File: config.mk
export PLATFORM = sky130hd
export DESIGN_NAME = stream_demux
export DESIGN_NICKNAME = d
export VERILOG_FILES = /design/src/rtl/stream_demux_pkg.sv /design/src/rtl/stream_reg_slice.sv /design/src/rtl/stream_demux.sv
export SDC_FILE = /design/constraint.sdc
export NUM_CORES = 1
export LEC_CHECK = 0
export BUFFER_PORTS_ARGS = -buffer_cell sky130_fd_sc_hd__buf_4
export CORE_UTILIZATION = 30
export CTS_CLUSTER_SIZE = 20
export DETAILED_ROUTE_END_ITERATION = 7
export MAX_ROUTING_LAYER = met4
export PLACE_DENSITY = 0.6
export RECOVER_POWER = 25
export SETUP_SLACK_MARGIN = 0.02
export SLEW_MARGIN = 20
export SYNTH_ARGS = -nofsm -noshare
export SYNTH_HDL_FRONTEND = slang
export SYNTH_SLANG_ARGS = --single-unit
File: constraint.sdc
create_clock -name clk -period 2.4 [get_ports clk]
set_input_delay 0.48 -clock clk [delete_from_list [all_inputs] [get_ports clk]]
set_output_delay 0.48 -clock clk [all_outputs]
set_load 0.01 [all_outputs]
File: src/rtl/stream_demux_pkg.sv
// Shared defaults and the select range helper for the stream demultiplexer.
package stream_demux_pkg;

  localparam int WIDTH_DEF = 8;
  localparam int N_DEF     = 4;
  localparam int ERRW_DEF  = 8;

  function automatic logic sel_ok(input int unsigned sel, input int unsigned n);
    return sel < n;
  endfunction

endpackage

File: src/rtl/stream_reg_slice.sv
// One-entry valid/ready register slice; a load always wins over a drain.
module stream_reg_slice #(
  parameter int WIDTH = 8
) (
  input  logic             clk,
  input  logic             rst,
  input  logic             load,
  input  logic [WIDTH-1:0] d,
  input  logic             ready,
  output logic             valid,
  output logic [WIDTH-1:0] q
);

  logic             valid_q, valid_d;
  logic [WIDTH-1:0] data_q, data_d;

  always_comb begin
    valid_d = valid_q;
    data_d  = data_q;
    if (load) begin
      valid_d = 1'b1;
      data_d  = d;
    end else if (valid_q && ready) begin
      valid_d = 1'b0;
    end
  end

  always_ff @(posedge clk) begin
    if (rst) begin
      valid_q <= 1'b0;
      data_q  <= '0;
    end else begin
      valid_q <= valid_d;
      data_q  <= data_d;
    end
  end

  assign valid = valid_q;
  assign q     = data_q;

endmodule

File: src/rtl/stream_demux.sv
// Valid/ready demultiplexer: steers each input word to the channel named by
// in_sel; out-of-range selects are accepted, dropped and counted.
module stream_demux
  import stream_demux_pkg::*;
#(
  parameter  int WIDTH = WIDTH_DEF,
  parameter  int N     = N_DEF,
  parameter  int ERRW  = ERRW_DEF,
  localparam int SELW  = $clog2(N)
) (
  input  logic               clk,
  input  logic               rst,
  input  logic               in_valid,
  output logic               in_ready,
  input  logic [SELW-1:0]    in_sel,
  input  logic [WIDTH-1:0]   in_data,
  output logic [N-1:0]       out_valid,
  input  logic [N-1:0]       out_ready,
  output logic [N*WIDTH-1:0] out_data,
  output logic [ERRW-1:0]    err_cnt
);

  logic            sel_in_range;
  logic [N-1:0]    load;
  logic [ERRW-1:0] err_cnt_q, err_cnt_d;

  // A full channel only blocks the input while in_sel points at it.
  always_comb begin
    sel_in_range = sel_ok(32'(in_sel), N);
    in_ready     = 1'b1;
    load         = '0;
    for (int k = 0; k < N; k++) begin
      if (in_sel == SELW'(k)) begin
        in_ready = ~out_valid[k] | out_ready[k];
      end
    end
    for (int k = 0; k < N; k++) begin
      load[k] = in_valid & in_ready & (in_sel == SELW'(k));
    end
  end

  always_comb begin
    err_cnt_d = err_cnt_q;
    if (in_valid && !sel_in_range && (err_cnt_q != {ERRW{1'b1}})) begin
      err_cnt_d = err_cnt_q + 1'b1;
    end
  end

  always_ff @(posedge clk) begin
    if (rst) begin
      err_cnt_q <= '0;
    end else begin
      err_cnt_q <= err_cnt_d;
    end
  end

  assign err_cnt = err_cnt_q;

  for (genvar g = 0; g < N; g++) begin : g_chan
    stream_reg_slice #(
      .WIDTH (WIDTH)
    ) u_slice (
      .clk   (clk),
      .rst   (rst),
      .load  (load[g]),
      .d     (in_data),
      .ready (out_ready[g]),
      .valid (out_valid[g]),
      .q     (out_data[g*WIDTH +: WIDTH])
    );
  end

endmodule

==> flow_metrics.env, run 1 <==
export IMPL_synth_edf_count=0
export IMPL_grt_pass1_wl_um=4857
export IMPL_reg2reg_from="g_chan[2].u_slice.valid$_SDFFE_PP0P_"
export IMPL_rsz0062_at_grt="no"
export IMPL_min_period_ps=2031
export IMPL_synth_top_family_by_area="simple AND/OR/NAND/NOR gates"
export IMPL_num_vias=1083
export IMPL_netlist_instances=146
export IMPL_slew_viol_final=44
export IMPL_cp_slowest_cell="mux4_2"
export IMPL_numClockSinks=36
export IMPL_synth_cell_type_count=16
export IMPL_antenna_found_initial=0
export IMPL_startpoint="g_chan[0].u_slice.valid$_SDFFE_PP0P_"
export IMPL_synth_xor_xnor_area_share_pct=0
export IMPL_hp_start="g_chan[1].u_slice.q[5]$_SDFFE_PP0P_"
export IMPL_syn_area_um2=1598
export IMPL_clock_fmax_mhz=492.3
export IMPL_synth_simple_area_share_pct=23.73
export IMPL_seq_area_um2=720.7
export IMPL_grt_use_met3_pct=3.748
export IMPL_routed_wl_um=3205
export IMPL_clk_latency_ps=280
export IMPL_grt_max_degree=45
export IMPL_tns_ps=0
export IMPL_synth_top_area_share_pct=45.11
export IMPL_drt_vias_per_instance=4.102
export IMPL_grt_util_all_layers_pct=12.42
export IMPL_outcome="finished with violations"
export IMPL_die_area_um2=5622
export IMPL_cpPeakStageDelay_ps=460
export IMPL_synth_most_common_cell="dfxtp_1"
export IMPL_fin_crit_sh_pct=84.64
export IMPL_ys_seq_area_share_pct=45.11
export IMPL_setup_ws_ps=368.7
export IMPL_hp_class="flop to flop"
export IMPL_arrival_ps=1550
export IMPL_post_cts_buffers=0
export IMPL_yosys_register_bits=36
export IMPL_grt_util_met2_pct=19.42
export IMPL_nets=210
export IMPL_final_hold_viol_count=0
export IMPL_place_congestion=0.7108
export IMPL_worst_setup_path_end_kind="output pin"
export IMPL_cts_buffers=5
export IMPL_first_global_vias=985
export IMPL_ctsHtreeMaxLevel=2
export IMPL_grt_ovfl_total=0
export IMPL_path_max_fanout=3
export IMPL_multi_input_area_um2=772.0
export IMPL_synth_mux_area_share_pct=21.46
export IMPL_dieWidth_um=74.98
export IMPL_io_buffer_count=53
export IMPL_top_usage_layer="met2"
export IMPL_timing_worst_setup_path_type="flop to output pin"
export IMPL_drv_cap=1
export IMPL_clock_skew_ps=7.481
export IMPL_synthTopCellsByArea="dfxtp_1, mux2i_1, nand2b_1"
export IMPL_cts_tree="done"
export IMPL_r2r_setup_slack_ps=1140
export IMPL_ys_warn_count=0
export IMPL_drt_initial_drc_count=26
export IMPL_use_met1_pct=15.13
export IMPL_synth_top_cells_by_count="dfxtp_1, mux2i_1, nand2b_1"
export IMPL_ios=62
export IMPL_slew_limit_headroom_pct=-0.08999
export IMPL_leakagePower_uw=0.0009852
export IMPL_antenna_left=0
export IMPL_layout_drive_gt1_share_pct=37.63
export IMPL_path_clk_slew_ps=70
export IMPL_cp_cell_sequence="or2b_2 > mux4_2 > buf_4"
export IMPL_firstDrtPassIters=4
export IMPL_core_area_um2=5107
export IMPL_hpwl_um=2118
export IMPL_drc_errors=0
export IMPL_ys_flop_type="dfxtp_1"
export IMPL_dieHeight_um=74.98
export IMPL_synth_area_per_cell_um2=10.94
export IMPL_violations="max-capacitance violations, max-slew violations"
export IMPL_power_density_nw_per_um2=590.8
export IMPL_cts_buffer_depth=2
export IMPL_start_kind="flop"
export IMPL_synth_compound_area_share_pct=1.253
export IMPL_rows=26
export IMPL_initial_utilization_pct=31.28
export IMPL_synth_async_reset_ratio_pct=0
export IMPL_finalSetupViolCount=0
export IMPL_synth_top_area_cell="dfxtp_1"
export IMPL_area_growth_pct=28.19
export IMPL_cts_root_buf="clkbuf_8"
export IMPL_synth_fa_ha_area_share_pct=0
export IMPL_ir_drop_mv=0.3228
export IMPL_preCtsSetupSlack_ps=394.2
export IMPL_fill_cells=531
export IMPL_post_cts_resized=0
export IMPL_n_antenna_cell=0
export IMPL_required_ps=1920
export IMPL_cts_hold_buf=0
export IMPL_routedWlPerCell_um=12.14
export IMPL_tightest_slew_ps=1501
## metal layers
metal,up-vias,part of all wire (%)
met5,-,0
met4,0,0.90
met3,5,5.7
met2,36,45
met1,484,48
li1,558,-
## sequential cells by signal (all words and copies together), names as in the netlist
| name | cells |
|---|---|
| g_chan.u_slice.valid | 4 |
| g_chan.u_slice.q | 32 |
## final timing paths
kind                            depth (start not counted)                                  end
worst max register to register                          3  g_chan[2].u_slice.q[5]$_SDFFE_PP0P_
worst min-delay path                                    2  g_chan[1].u_slice.q[5]$_SDFFE_PP0P_
worst min register to register                          2  g_chan[1].u_slice.q[5]$_SDFFE_PP0P_
worst max-delay path                                    3                             in_ready
## cells in the final DEF (no fill, tap or decap), drive strengths merged
cell type	Yosys	routed
buf	16	47
clkbuf	4	12
nand3b	2	2
nand4	1	1
clkinv	0	2
conb	1	8
mux4	1	1
mux2i	32	32
nand2b	32	32
a21oi	4	4
or2b	15	15
and4	1	1
dfxtp	36	36
or3b	1	1
## worst max-delay path: cells and delay by family (launching register included)
| family | cells | cell delay, ps |
|---|---|---|
| buffers and inverters | 1 | 150 |
| DFF | 1 | 320 |
| muxes | 1 | 460 |
| and+or+nand+nor | 1 | 340 |
## final cells by class
cell class	instances	share of cell area [%]
clock inverters	2	0.4887
multi-input cells	97	37.69
flip-flops and latches	36	35.19
repair buffers	53	18.33
clock buffers	6	4.032
well taps	70	4.276
## kinds of logic after synthesis
logic type / count (synthesis)
AO/OA/AOI/OAI: 4
buffers and inverters: 20
flip-flops: 36
multiplexers: 33
other: 1
AND/OR/NAND/NOR: 52
## power by group
part           switching, uW  total (uW)  internal (uW)
Combinational           67.5         144           76.3
Sequential              10.4         629            619
Clock                    208         437            229
## metrics by stage
step | util, % | power, uW | hold slack (ps) | instance area, um2 | std cells
floorplan | - | 736.5 | 487.9 | 1624 | 153
global placement | 38.73 | 790.4 | 464.3 | 1978 | 256
detailed placement | 38.73 | 791.0 | 461.5 | 1978 | 256
CTS | 40.54 | 1239 | 481.0 | 2071 | 264
global route | 40.10 | 1274 | 497.3 | 2048 | 264
finish | 40.10 | 1210 | 475.8 | 2048 | 264
No activity file was read; power rests on OpenSTA's default activity.
==> inputs of run 2 (changes only) <==
Settings changed: ABC_AREA set to 1, PLACE_DENSITY 0.6 to 0.59.
Clock period 2.4 ns to 2 ns, I/O delays scaled along.
==> run 2 against run 1 <==
Clock skew about the same. Cell count increased by 51%. Total power increased by 27%. The run now ends clean.
==> flow_metrics.env, run 2 <==
export IMPL_outcome="completed"
export IMPL_io_buffer_count=53
export IMPL_hpwl_um=2913
export IMPL_highest_layer="met4"
export IMPL_antenna_left=0
export IMPL_worst_setup_path_end_kind="output pin"
export IMPL_area_growth_pct=22.89
export IMPL_wl_met1_um=1881
export IMPL_num_vias=1607
export IMPL_synth_cell_type_count=21
export IMPL_path_clk_slew_ps=70
export IMPL_tns_ps=0
export IMPL_drt_initial_drc_count=68
export IMPL_wl_met3_um=242
export IMPL_synth_top_cells_by_count="nand2_1, nor2_1, inv_1"
export IMPL_grt_pass1_wl_um=6686
export IMPL_n_antenna_cell=0
export IMPL_die_area_um2=6251
export IMPL_drc_errors=0
export IMPL_core_area_um2=5608
export IMPL_cts_buffers=5
export IMPL_arrival_ps=1190
export IMPL_cts_root_buf="clkbuf_8"
export IMPL_power_density_nw_per_um2=702.2
export IMPL_final_common_cell="nand2_1"
export IMPL_cp_cell_sequence="inv_1 > nor2_1 > nand2_1 > nand3_1 > nor2_2 > buf_4"
export IMPL_post_cts_resized=0
export IMPL_start_kind="flop"
export IMPL_r2r_cells=8
export IMPL_final_hold_viol_count=0
export IMPL_startpoint="g_chan[1].u_slice.valid$_SDFFE_PP0P_"
export IMPL_setup_worst_path_end="in_ready"
export IMPL_largest_reg_flops=32
export IMPL_grt_max_degree=34
export IMPL_numClockSinks=36
export IMPL_layout_drive_gt1_share_pct=15.90
export IMPL_timing_worst_setup_path_type="flop to output pin"
export IMPL_ys_flop_type="dfxtp_1"
export IMPL_synth_most_common_cell="nand2_1"
export IMPL_drt_vias_per_instance=4.028
export IMPL_synth_area_per_cell_um2=6.455
export IMPL_rows=27
export IMPL_antenna_found_initial=0
export IMPL_routedWlPerCell_um=10.02
export IMPL_wl_met2_um=1814
export IMPL_path_max_fanout=3
export IMPL_rsz0062_at_grt="no"
export IMPL_ys_seq_area_share_pct=40.45
export IMPL_cts_tree="done"
export IMPL_dieWidth_um=79.07
export IMPL_post_cts_buffers=0
export IMPL_synthTopCellsByArea="dfxtp_1, nand2_1, nor2_1"
export IMPL_grt_util_all_layers_pct=14.50
export IMPL_synth_async_reset_ratio_pct=0
export IMPL_dieHeight_um=79.07
export IMPL_r2r_setup_slack_ps=550
export IMPL_place_congestion=0.8156
export IMPL_ctsHtreeMaxLevel=2
export IMPL_synth_top_area_cell="dfxtp_1"
export IMPL_grt_ovfl_total=0
export IMPL_power_total_uw=1537
export IMPL_firstDrtPassIters=4
export IMPL_syn_area_um2=1782
export IMPL_ir_drop_mv=0.2708
export IMPL_cpPeakStageDelay_ps=350
export IMPL_fin_crit_sh_pct=79.62
export IMPL_clock_fmax_mhz=628.0
export IMPL_hp_class="primary input to flop"
export IMPL_netlist_instances=276
export IMPL_synth_top_area_share_pct=40.45
export IMPL_first_global_vias=1448
export IMPL_crit_family="simple AND/OR/NAND/NOR gates"
export IMPL_critical_path_cell_count=6
export IMPL_clk_latency_ps=290
export IMPL_cp_slowest_cell="dfxtp_1"
export IMPL_reg2reg_from="g_chan[0].u_slice.valid$_SDFFE_PP0P_"
export IMPL_ios=62
export IMPL_synth_edf_count=0
export IMPL_worst_path_buf_inv=2
export IMPL_fill_cells=637
export IMPL_initial_utilization_pct=31.77
export IMPL_cts_hold_buf=0
export IMPL_clock_skew_ps=7.967
export IMPL_routed_wl_um=3997
export IMPL_min_period_ps=1592
export IMPL_slew_viol_final=0
export IMPL_nets=343
export IMPL_r2r_end="g_chan[1].u_slice.q[6]$_SDFFE_PP0P_"
export IMPL_final_cell_mix="nand2_1, nor2_1, inv_1"
export IMPL_ys_warn_count=0
export IMPL_required_ps=1600
export IMPL_finalSetupViolCount=0
export IMPL_drv_cap=0
export IMPL_cts_buffer_depth=2
export IMPL_yosys_register_bits=36
export IMPL_leakagePower_uw=0.001229
run 2: cell types whose count changed in the layout (fill, tap and decap cells not counted), sizes merged, moves of 15 or more:
| cell | delta |
|---|---|
| nand2 | +74 |
| or2b | -15 |
| nand2b | -32 |
| nor2 | +66 |
| mux2i | -32 |
| inv | +61 |
run 2: cell type report:
class	instances	area (um2)	share of cell area, %
clock buffers	8	90.09	4.114
inverters	62	232.7	10.63
multi-input cells	166	710.7	32.46
well taps	72	90.09	4.114
flip-flops and latches	36	720.7	32.91
repair buffers	55	345.3	15.77
run 2: logic make-up after synthesis:
family / after synthesis / synth area share [%]
other: 1 / 0.2105
flip-flops: 36 / 40.45
AO/OA/AOI/OAI: 3 / 0.8424
buffers and inverters: 81 / 21.14
AND/OR/NAND/NOR: 155 / 37.36
run 2: worst min-delay path by stage:
stage / cells after the start / slack [ps] / from / to
6_report: 2 / 300 / rst / g_chan[0].u_slice.valid$_SDFFE_PP0P_
5_1_grt: 2 / 290 / rst / g_chan[0].u_slice.valid$_SDFFE_PP0P_
4_1_cts: 2 / 290 / rst / g_chan[0].u_slice.valid$_SDFFE_PP0P_
3_3_place_gp: 4 / 500 / g_chan[3].u_slice.q[4]$_SDFFE_PP0P_ / g_chan[3].u_slice.q[4]$_SDFFE_PP0P_
2_1_floorplan: 1 / 470 / rst / g_chan[0].u_slice.valid$_SDFFE_PP0P_
3_5_place_dp: 4 / 500 / g_chan[2].u_slice.q[2]$_SDFFE_PP0P_ / g_chan[2].u_slice.q[2]$_SDFFE_PP0P_
run 2: metrics by stage:
stage          instance area [um2]  worst slack, ps  hold WS (ps)  std cells  util, %
6_report                      2190            407.7         301.3        399    39.05
5_1_grt                       2190            265.2         289.8        399    39.05
4_1_cts                       2257            373.1         292.4        399    40.25
3_5_place_dp                  2167            347.6         503.7        391    38.64
3_3_place_gp                  2167            377.6         500.7        391    38.64
2_1_floorplan                 1808            620.2         469.1        283        -
run 2: report_power, final:
| part | leakage (uW) | switching, uW | internal, uW |
|---|---|---|---|
| combinational | 0.000890 | 139 | 91.3 |
| sequential | 0.000294 | 19.0 | 752 |
| clock | 0.0000455 | 255 | 281 |
run 2: layer usage:
| layer | up-vias | track usage (%) |
|---|---|---|
| li1 | 872 | - |
| met5 | - | - |
| met4 | 0 | 4.909 |
| met2 | 43 | 23.28 |
| met1 | 688 | 17.20 |
| met3 | 4 | 4.483 |
==> inputs of run 3 (changes only) <==
Settings changed: PLACE_DENSITY 0.59 to 0.6.
Clock period 2 ns to 1.45 ns, I/O delays scaled along.
==> run 3 against run 2 <==
Sequential share of layout area down 3.5 points. Non-clock buffer count up 16. Clock-buffer cell count down 2. Die area unchanged. Clock power up 25%. Clock skew down 3.5 ps.
==> flow_metrics.env, run 3 (synthesized netlist as in run 2, its figures left out) <==
export IMPL_arrival_ps=1110
export IMPL_leakagePower_uw=0.001376
export IMPL_start_kind="flop"
export IMPL_dieHeight_um=79.07
export IMPL_drc_errors=0
export IMPL_critical_path_cell_count=6
export IMPL_fin_crit_sh_pct=96.64
export IMPL_grt_ovfl_total=0
export IMPL_num_vias=1717
export IMPL_path_max_fanout=2
export IMPL_die_area_um2=6251
export IMPL_cp_slowest_cell="dfxtp_1"
export IMPL_clock_skew_ps=4.468
export IMPL_setup_ws_ps=48.79
export IMPL_fill_cells=606
export IMPL_crit_top_cell="nor2_2"
export IMPL_first_global_vias=1494
export IMPL_rows=27
export IMPL_io_buffer_count=53
export IMPL_cts_buffers=5
export IMPL_worst_path_buf_inv=3
export IMPL_r2r_cells=11
export IMPL_firstDrtPassIters=4
export IMPL_place_area_um2=2237
export IMPL_multi_input_area_um2=789.5
export IMPL_final_common_cell="nand2_1"
export IMPL_cts_buffer_depth=2
export IMPL_grt_max_degree=18
export IMPL_cpPeakStageDelay_ps=340
export IMPL_place_congestion=0.7842
export IMPL_drt_vias_per_instance=4.127
export IMPL_worst_hold_path_num_cells=2
export IMPL_numClockSinks=36
export IMPL_final_area_um2=2462
export IMPL_final_cell_mix="nand2_1, buf_4, nor2_1"
export IMPL_routedWlPerCell_um=10.59
export IMPL_ir_drop_mv=0.3630
export IMPL_clk_latency_ps=280
export IMPL_area_growth_pct=38.20
export IMPL_dieWidth_um=79.07
export IMPL_min_period_ps=1401
export IMPL_core_area_um2=5608
export IMPL_drt_initial_drc_count=89
export IMPL_cts_tree="done"
export IMPL_ios=62
export IMPL_utilization_pct=43.91
export IMPL_timing_worst_setup_path_type="flop to output pin"
export IMPL_crit_family="flip-flops"
export IMPL_final_hold_viol_count=0
export IMPL_tns_ps=0
export IMPL_largest_reg_flops=32
export IMPL_cts_hold_buf=0
export IMPL_layout_drive_gt1_share_pct=29.07
export IMPL_hpwl_um=3002
export IMPL_antenna_found_initial=0
export IMPL_hp_class="primary input to flop"
export IMPL_ctsHtreeMaxLevel=2
export IMPL_nets=361
export IMPL_n_antenna_cell=0
export IMPL_slew_viol_final=0
export IMPL_finalSetupViolCount=0
export IMPL_seq_area_um2=724.4
export IMPL_power_density_nw_per_um2=862.4
export IMPL_drv_cap=0
export IMPL_cts_root_buf="clkbuf_8"
export IMPL_required_ps=1160
export IMPL_initial_utilization_pct=31.77
export IMPL_outcome="completed"
export IMPL_fin_hold_ws_ps=183.7
export IMPL_path_clk_slew_ps=70
export IMPL_cp_cell_sequence="inv_2 > nor2_2 > inv_2 > nor2_2 > nor2_2 > buf_4"
export IMPL_rsz0062_at_grt="yes"
export IMPL_antenna_left=0
export IMPL_clock_fmax_mhz=713.7
export IMPL_grt_pass1_wl_um=6886
export IMPL_grt_util_all_layers_pct=14.79
export IMPL_preCtsSetupSlack_ps=41.45
export IMPL_worst_setup_path_end_kind="output pin"
export IMPL_routed_wl_um=4405
[run 3: final timing paths]
kind	start	slack, ps	endpoint
worst max-delay path	g_chan[3].u_slice.valid$_SDFFE_PP0P_	50	in_ready
worst min-delay path	rst	180	g_chan[0].u_slice.valid$_SDFFE_PP0P_
worst min register to register	g_chan[3].u_slice.q[6]$_SDFFE_PP0P_	510	g_chan[3].u_slice.q[6]$_SDFFE_PP0P_
worst max register to register	g_chan[0].u_slice.valid$_SDFFE_PP0P_	60	g_chan[0].u_slice.q[7]$_SDFFE_PP0P_
[run 3: per-stage QoR]
| stage | cells | total power [uW] |
|---|---|---|
| finish | 416 | 2123 |
| global route | 416 | 2250 |
| CTS | 410 | 2135 |
| detailed placement | 397 | 1446 |
| global placement | 397 | 1441 |
| floorplan | 283 | 1295 |
[run 3: power breakdown]
group | internal [uW] | leakage, uW | switching (uW)
Combinational | 173 | 0.00104 | 217
Clock | 327 | 0.0000410 | 342
Sequential | 1040 | 0.000295 | 27.3
Total | 1540 | 0.00138 | 586
[run 3: final cells by class]
type                    count  share of cell area (%)
repair buffers             71                   22.26
well taps                  72                   3.659
inverters                  62                   9.451
clock buffers               6                   2.947
flip-flops and latches     36                   29.42
clock inverters             1                  0.2033
multi-input cells         168                   32.06
[run 3: per-layer routing]
layer / share of wire (%) / global-route usage [%]
met2: 47 / 23.79
met4: 1.4 / 5.818
met5: 0 / -
met1: 47 / 17.37
met3: 5.3 / 4.253
[run 3: what timing repair did]
| action | CTS | global route |
|---|---|---|
| setup endpoints to repair | 1 | 33 |
| endpoints found under the hold margin | 0 | 0 |
| pin swaps | 6 | 9 |
| resized for setup | 11 | 14 |
| cloned | 0 | 2 |
| buffers inserted | 6 | 4 |
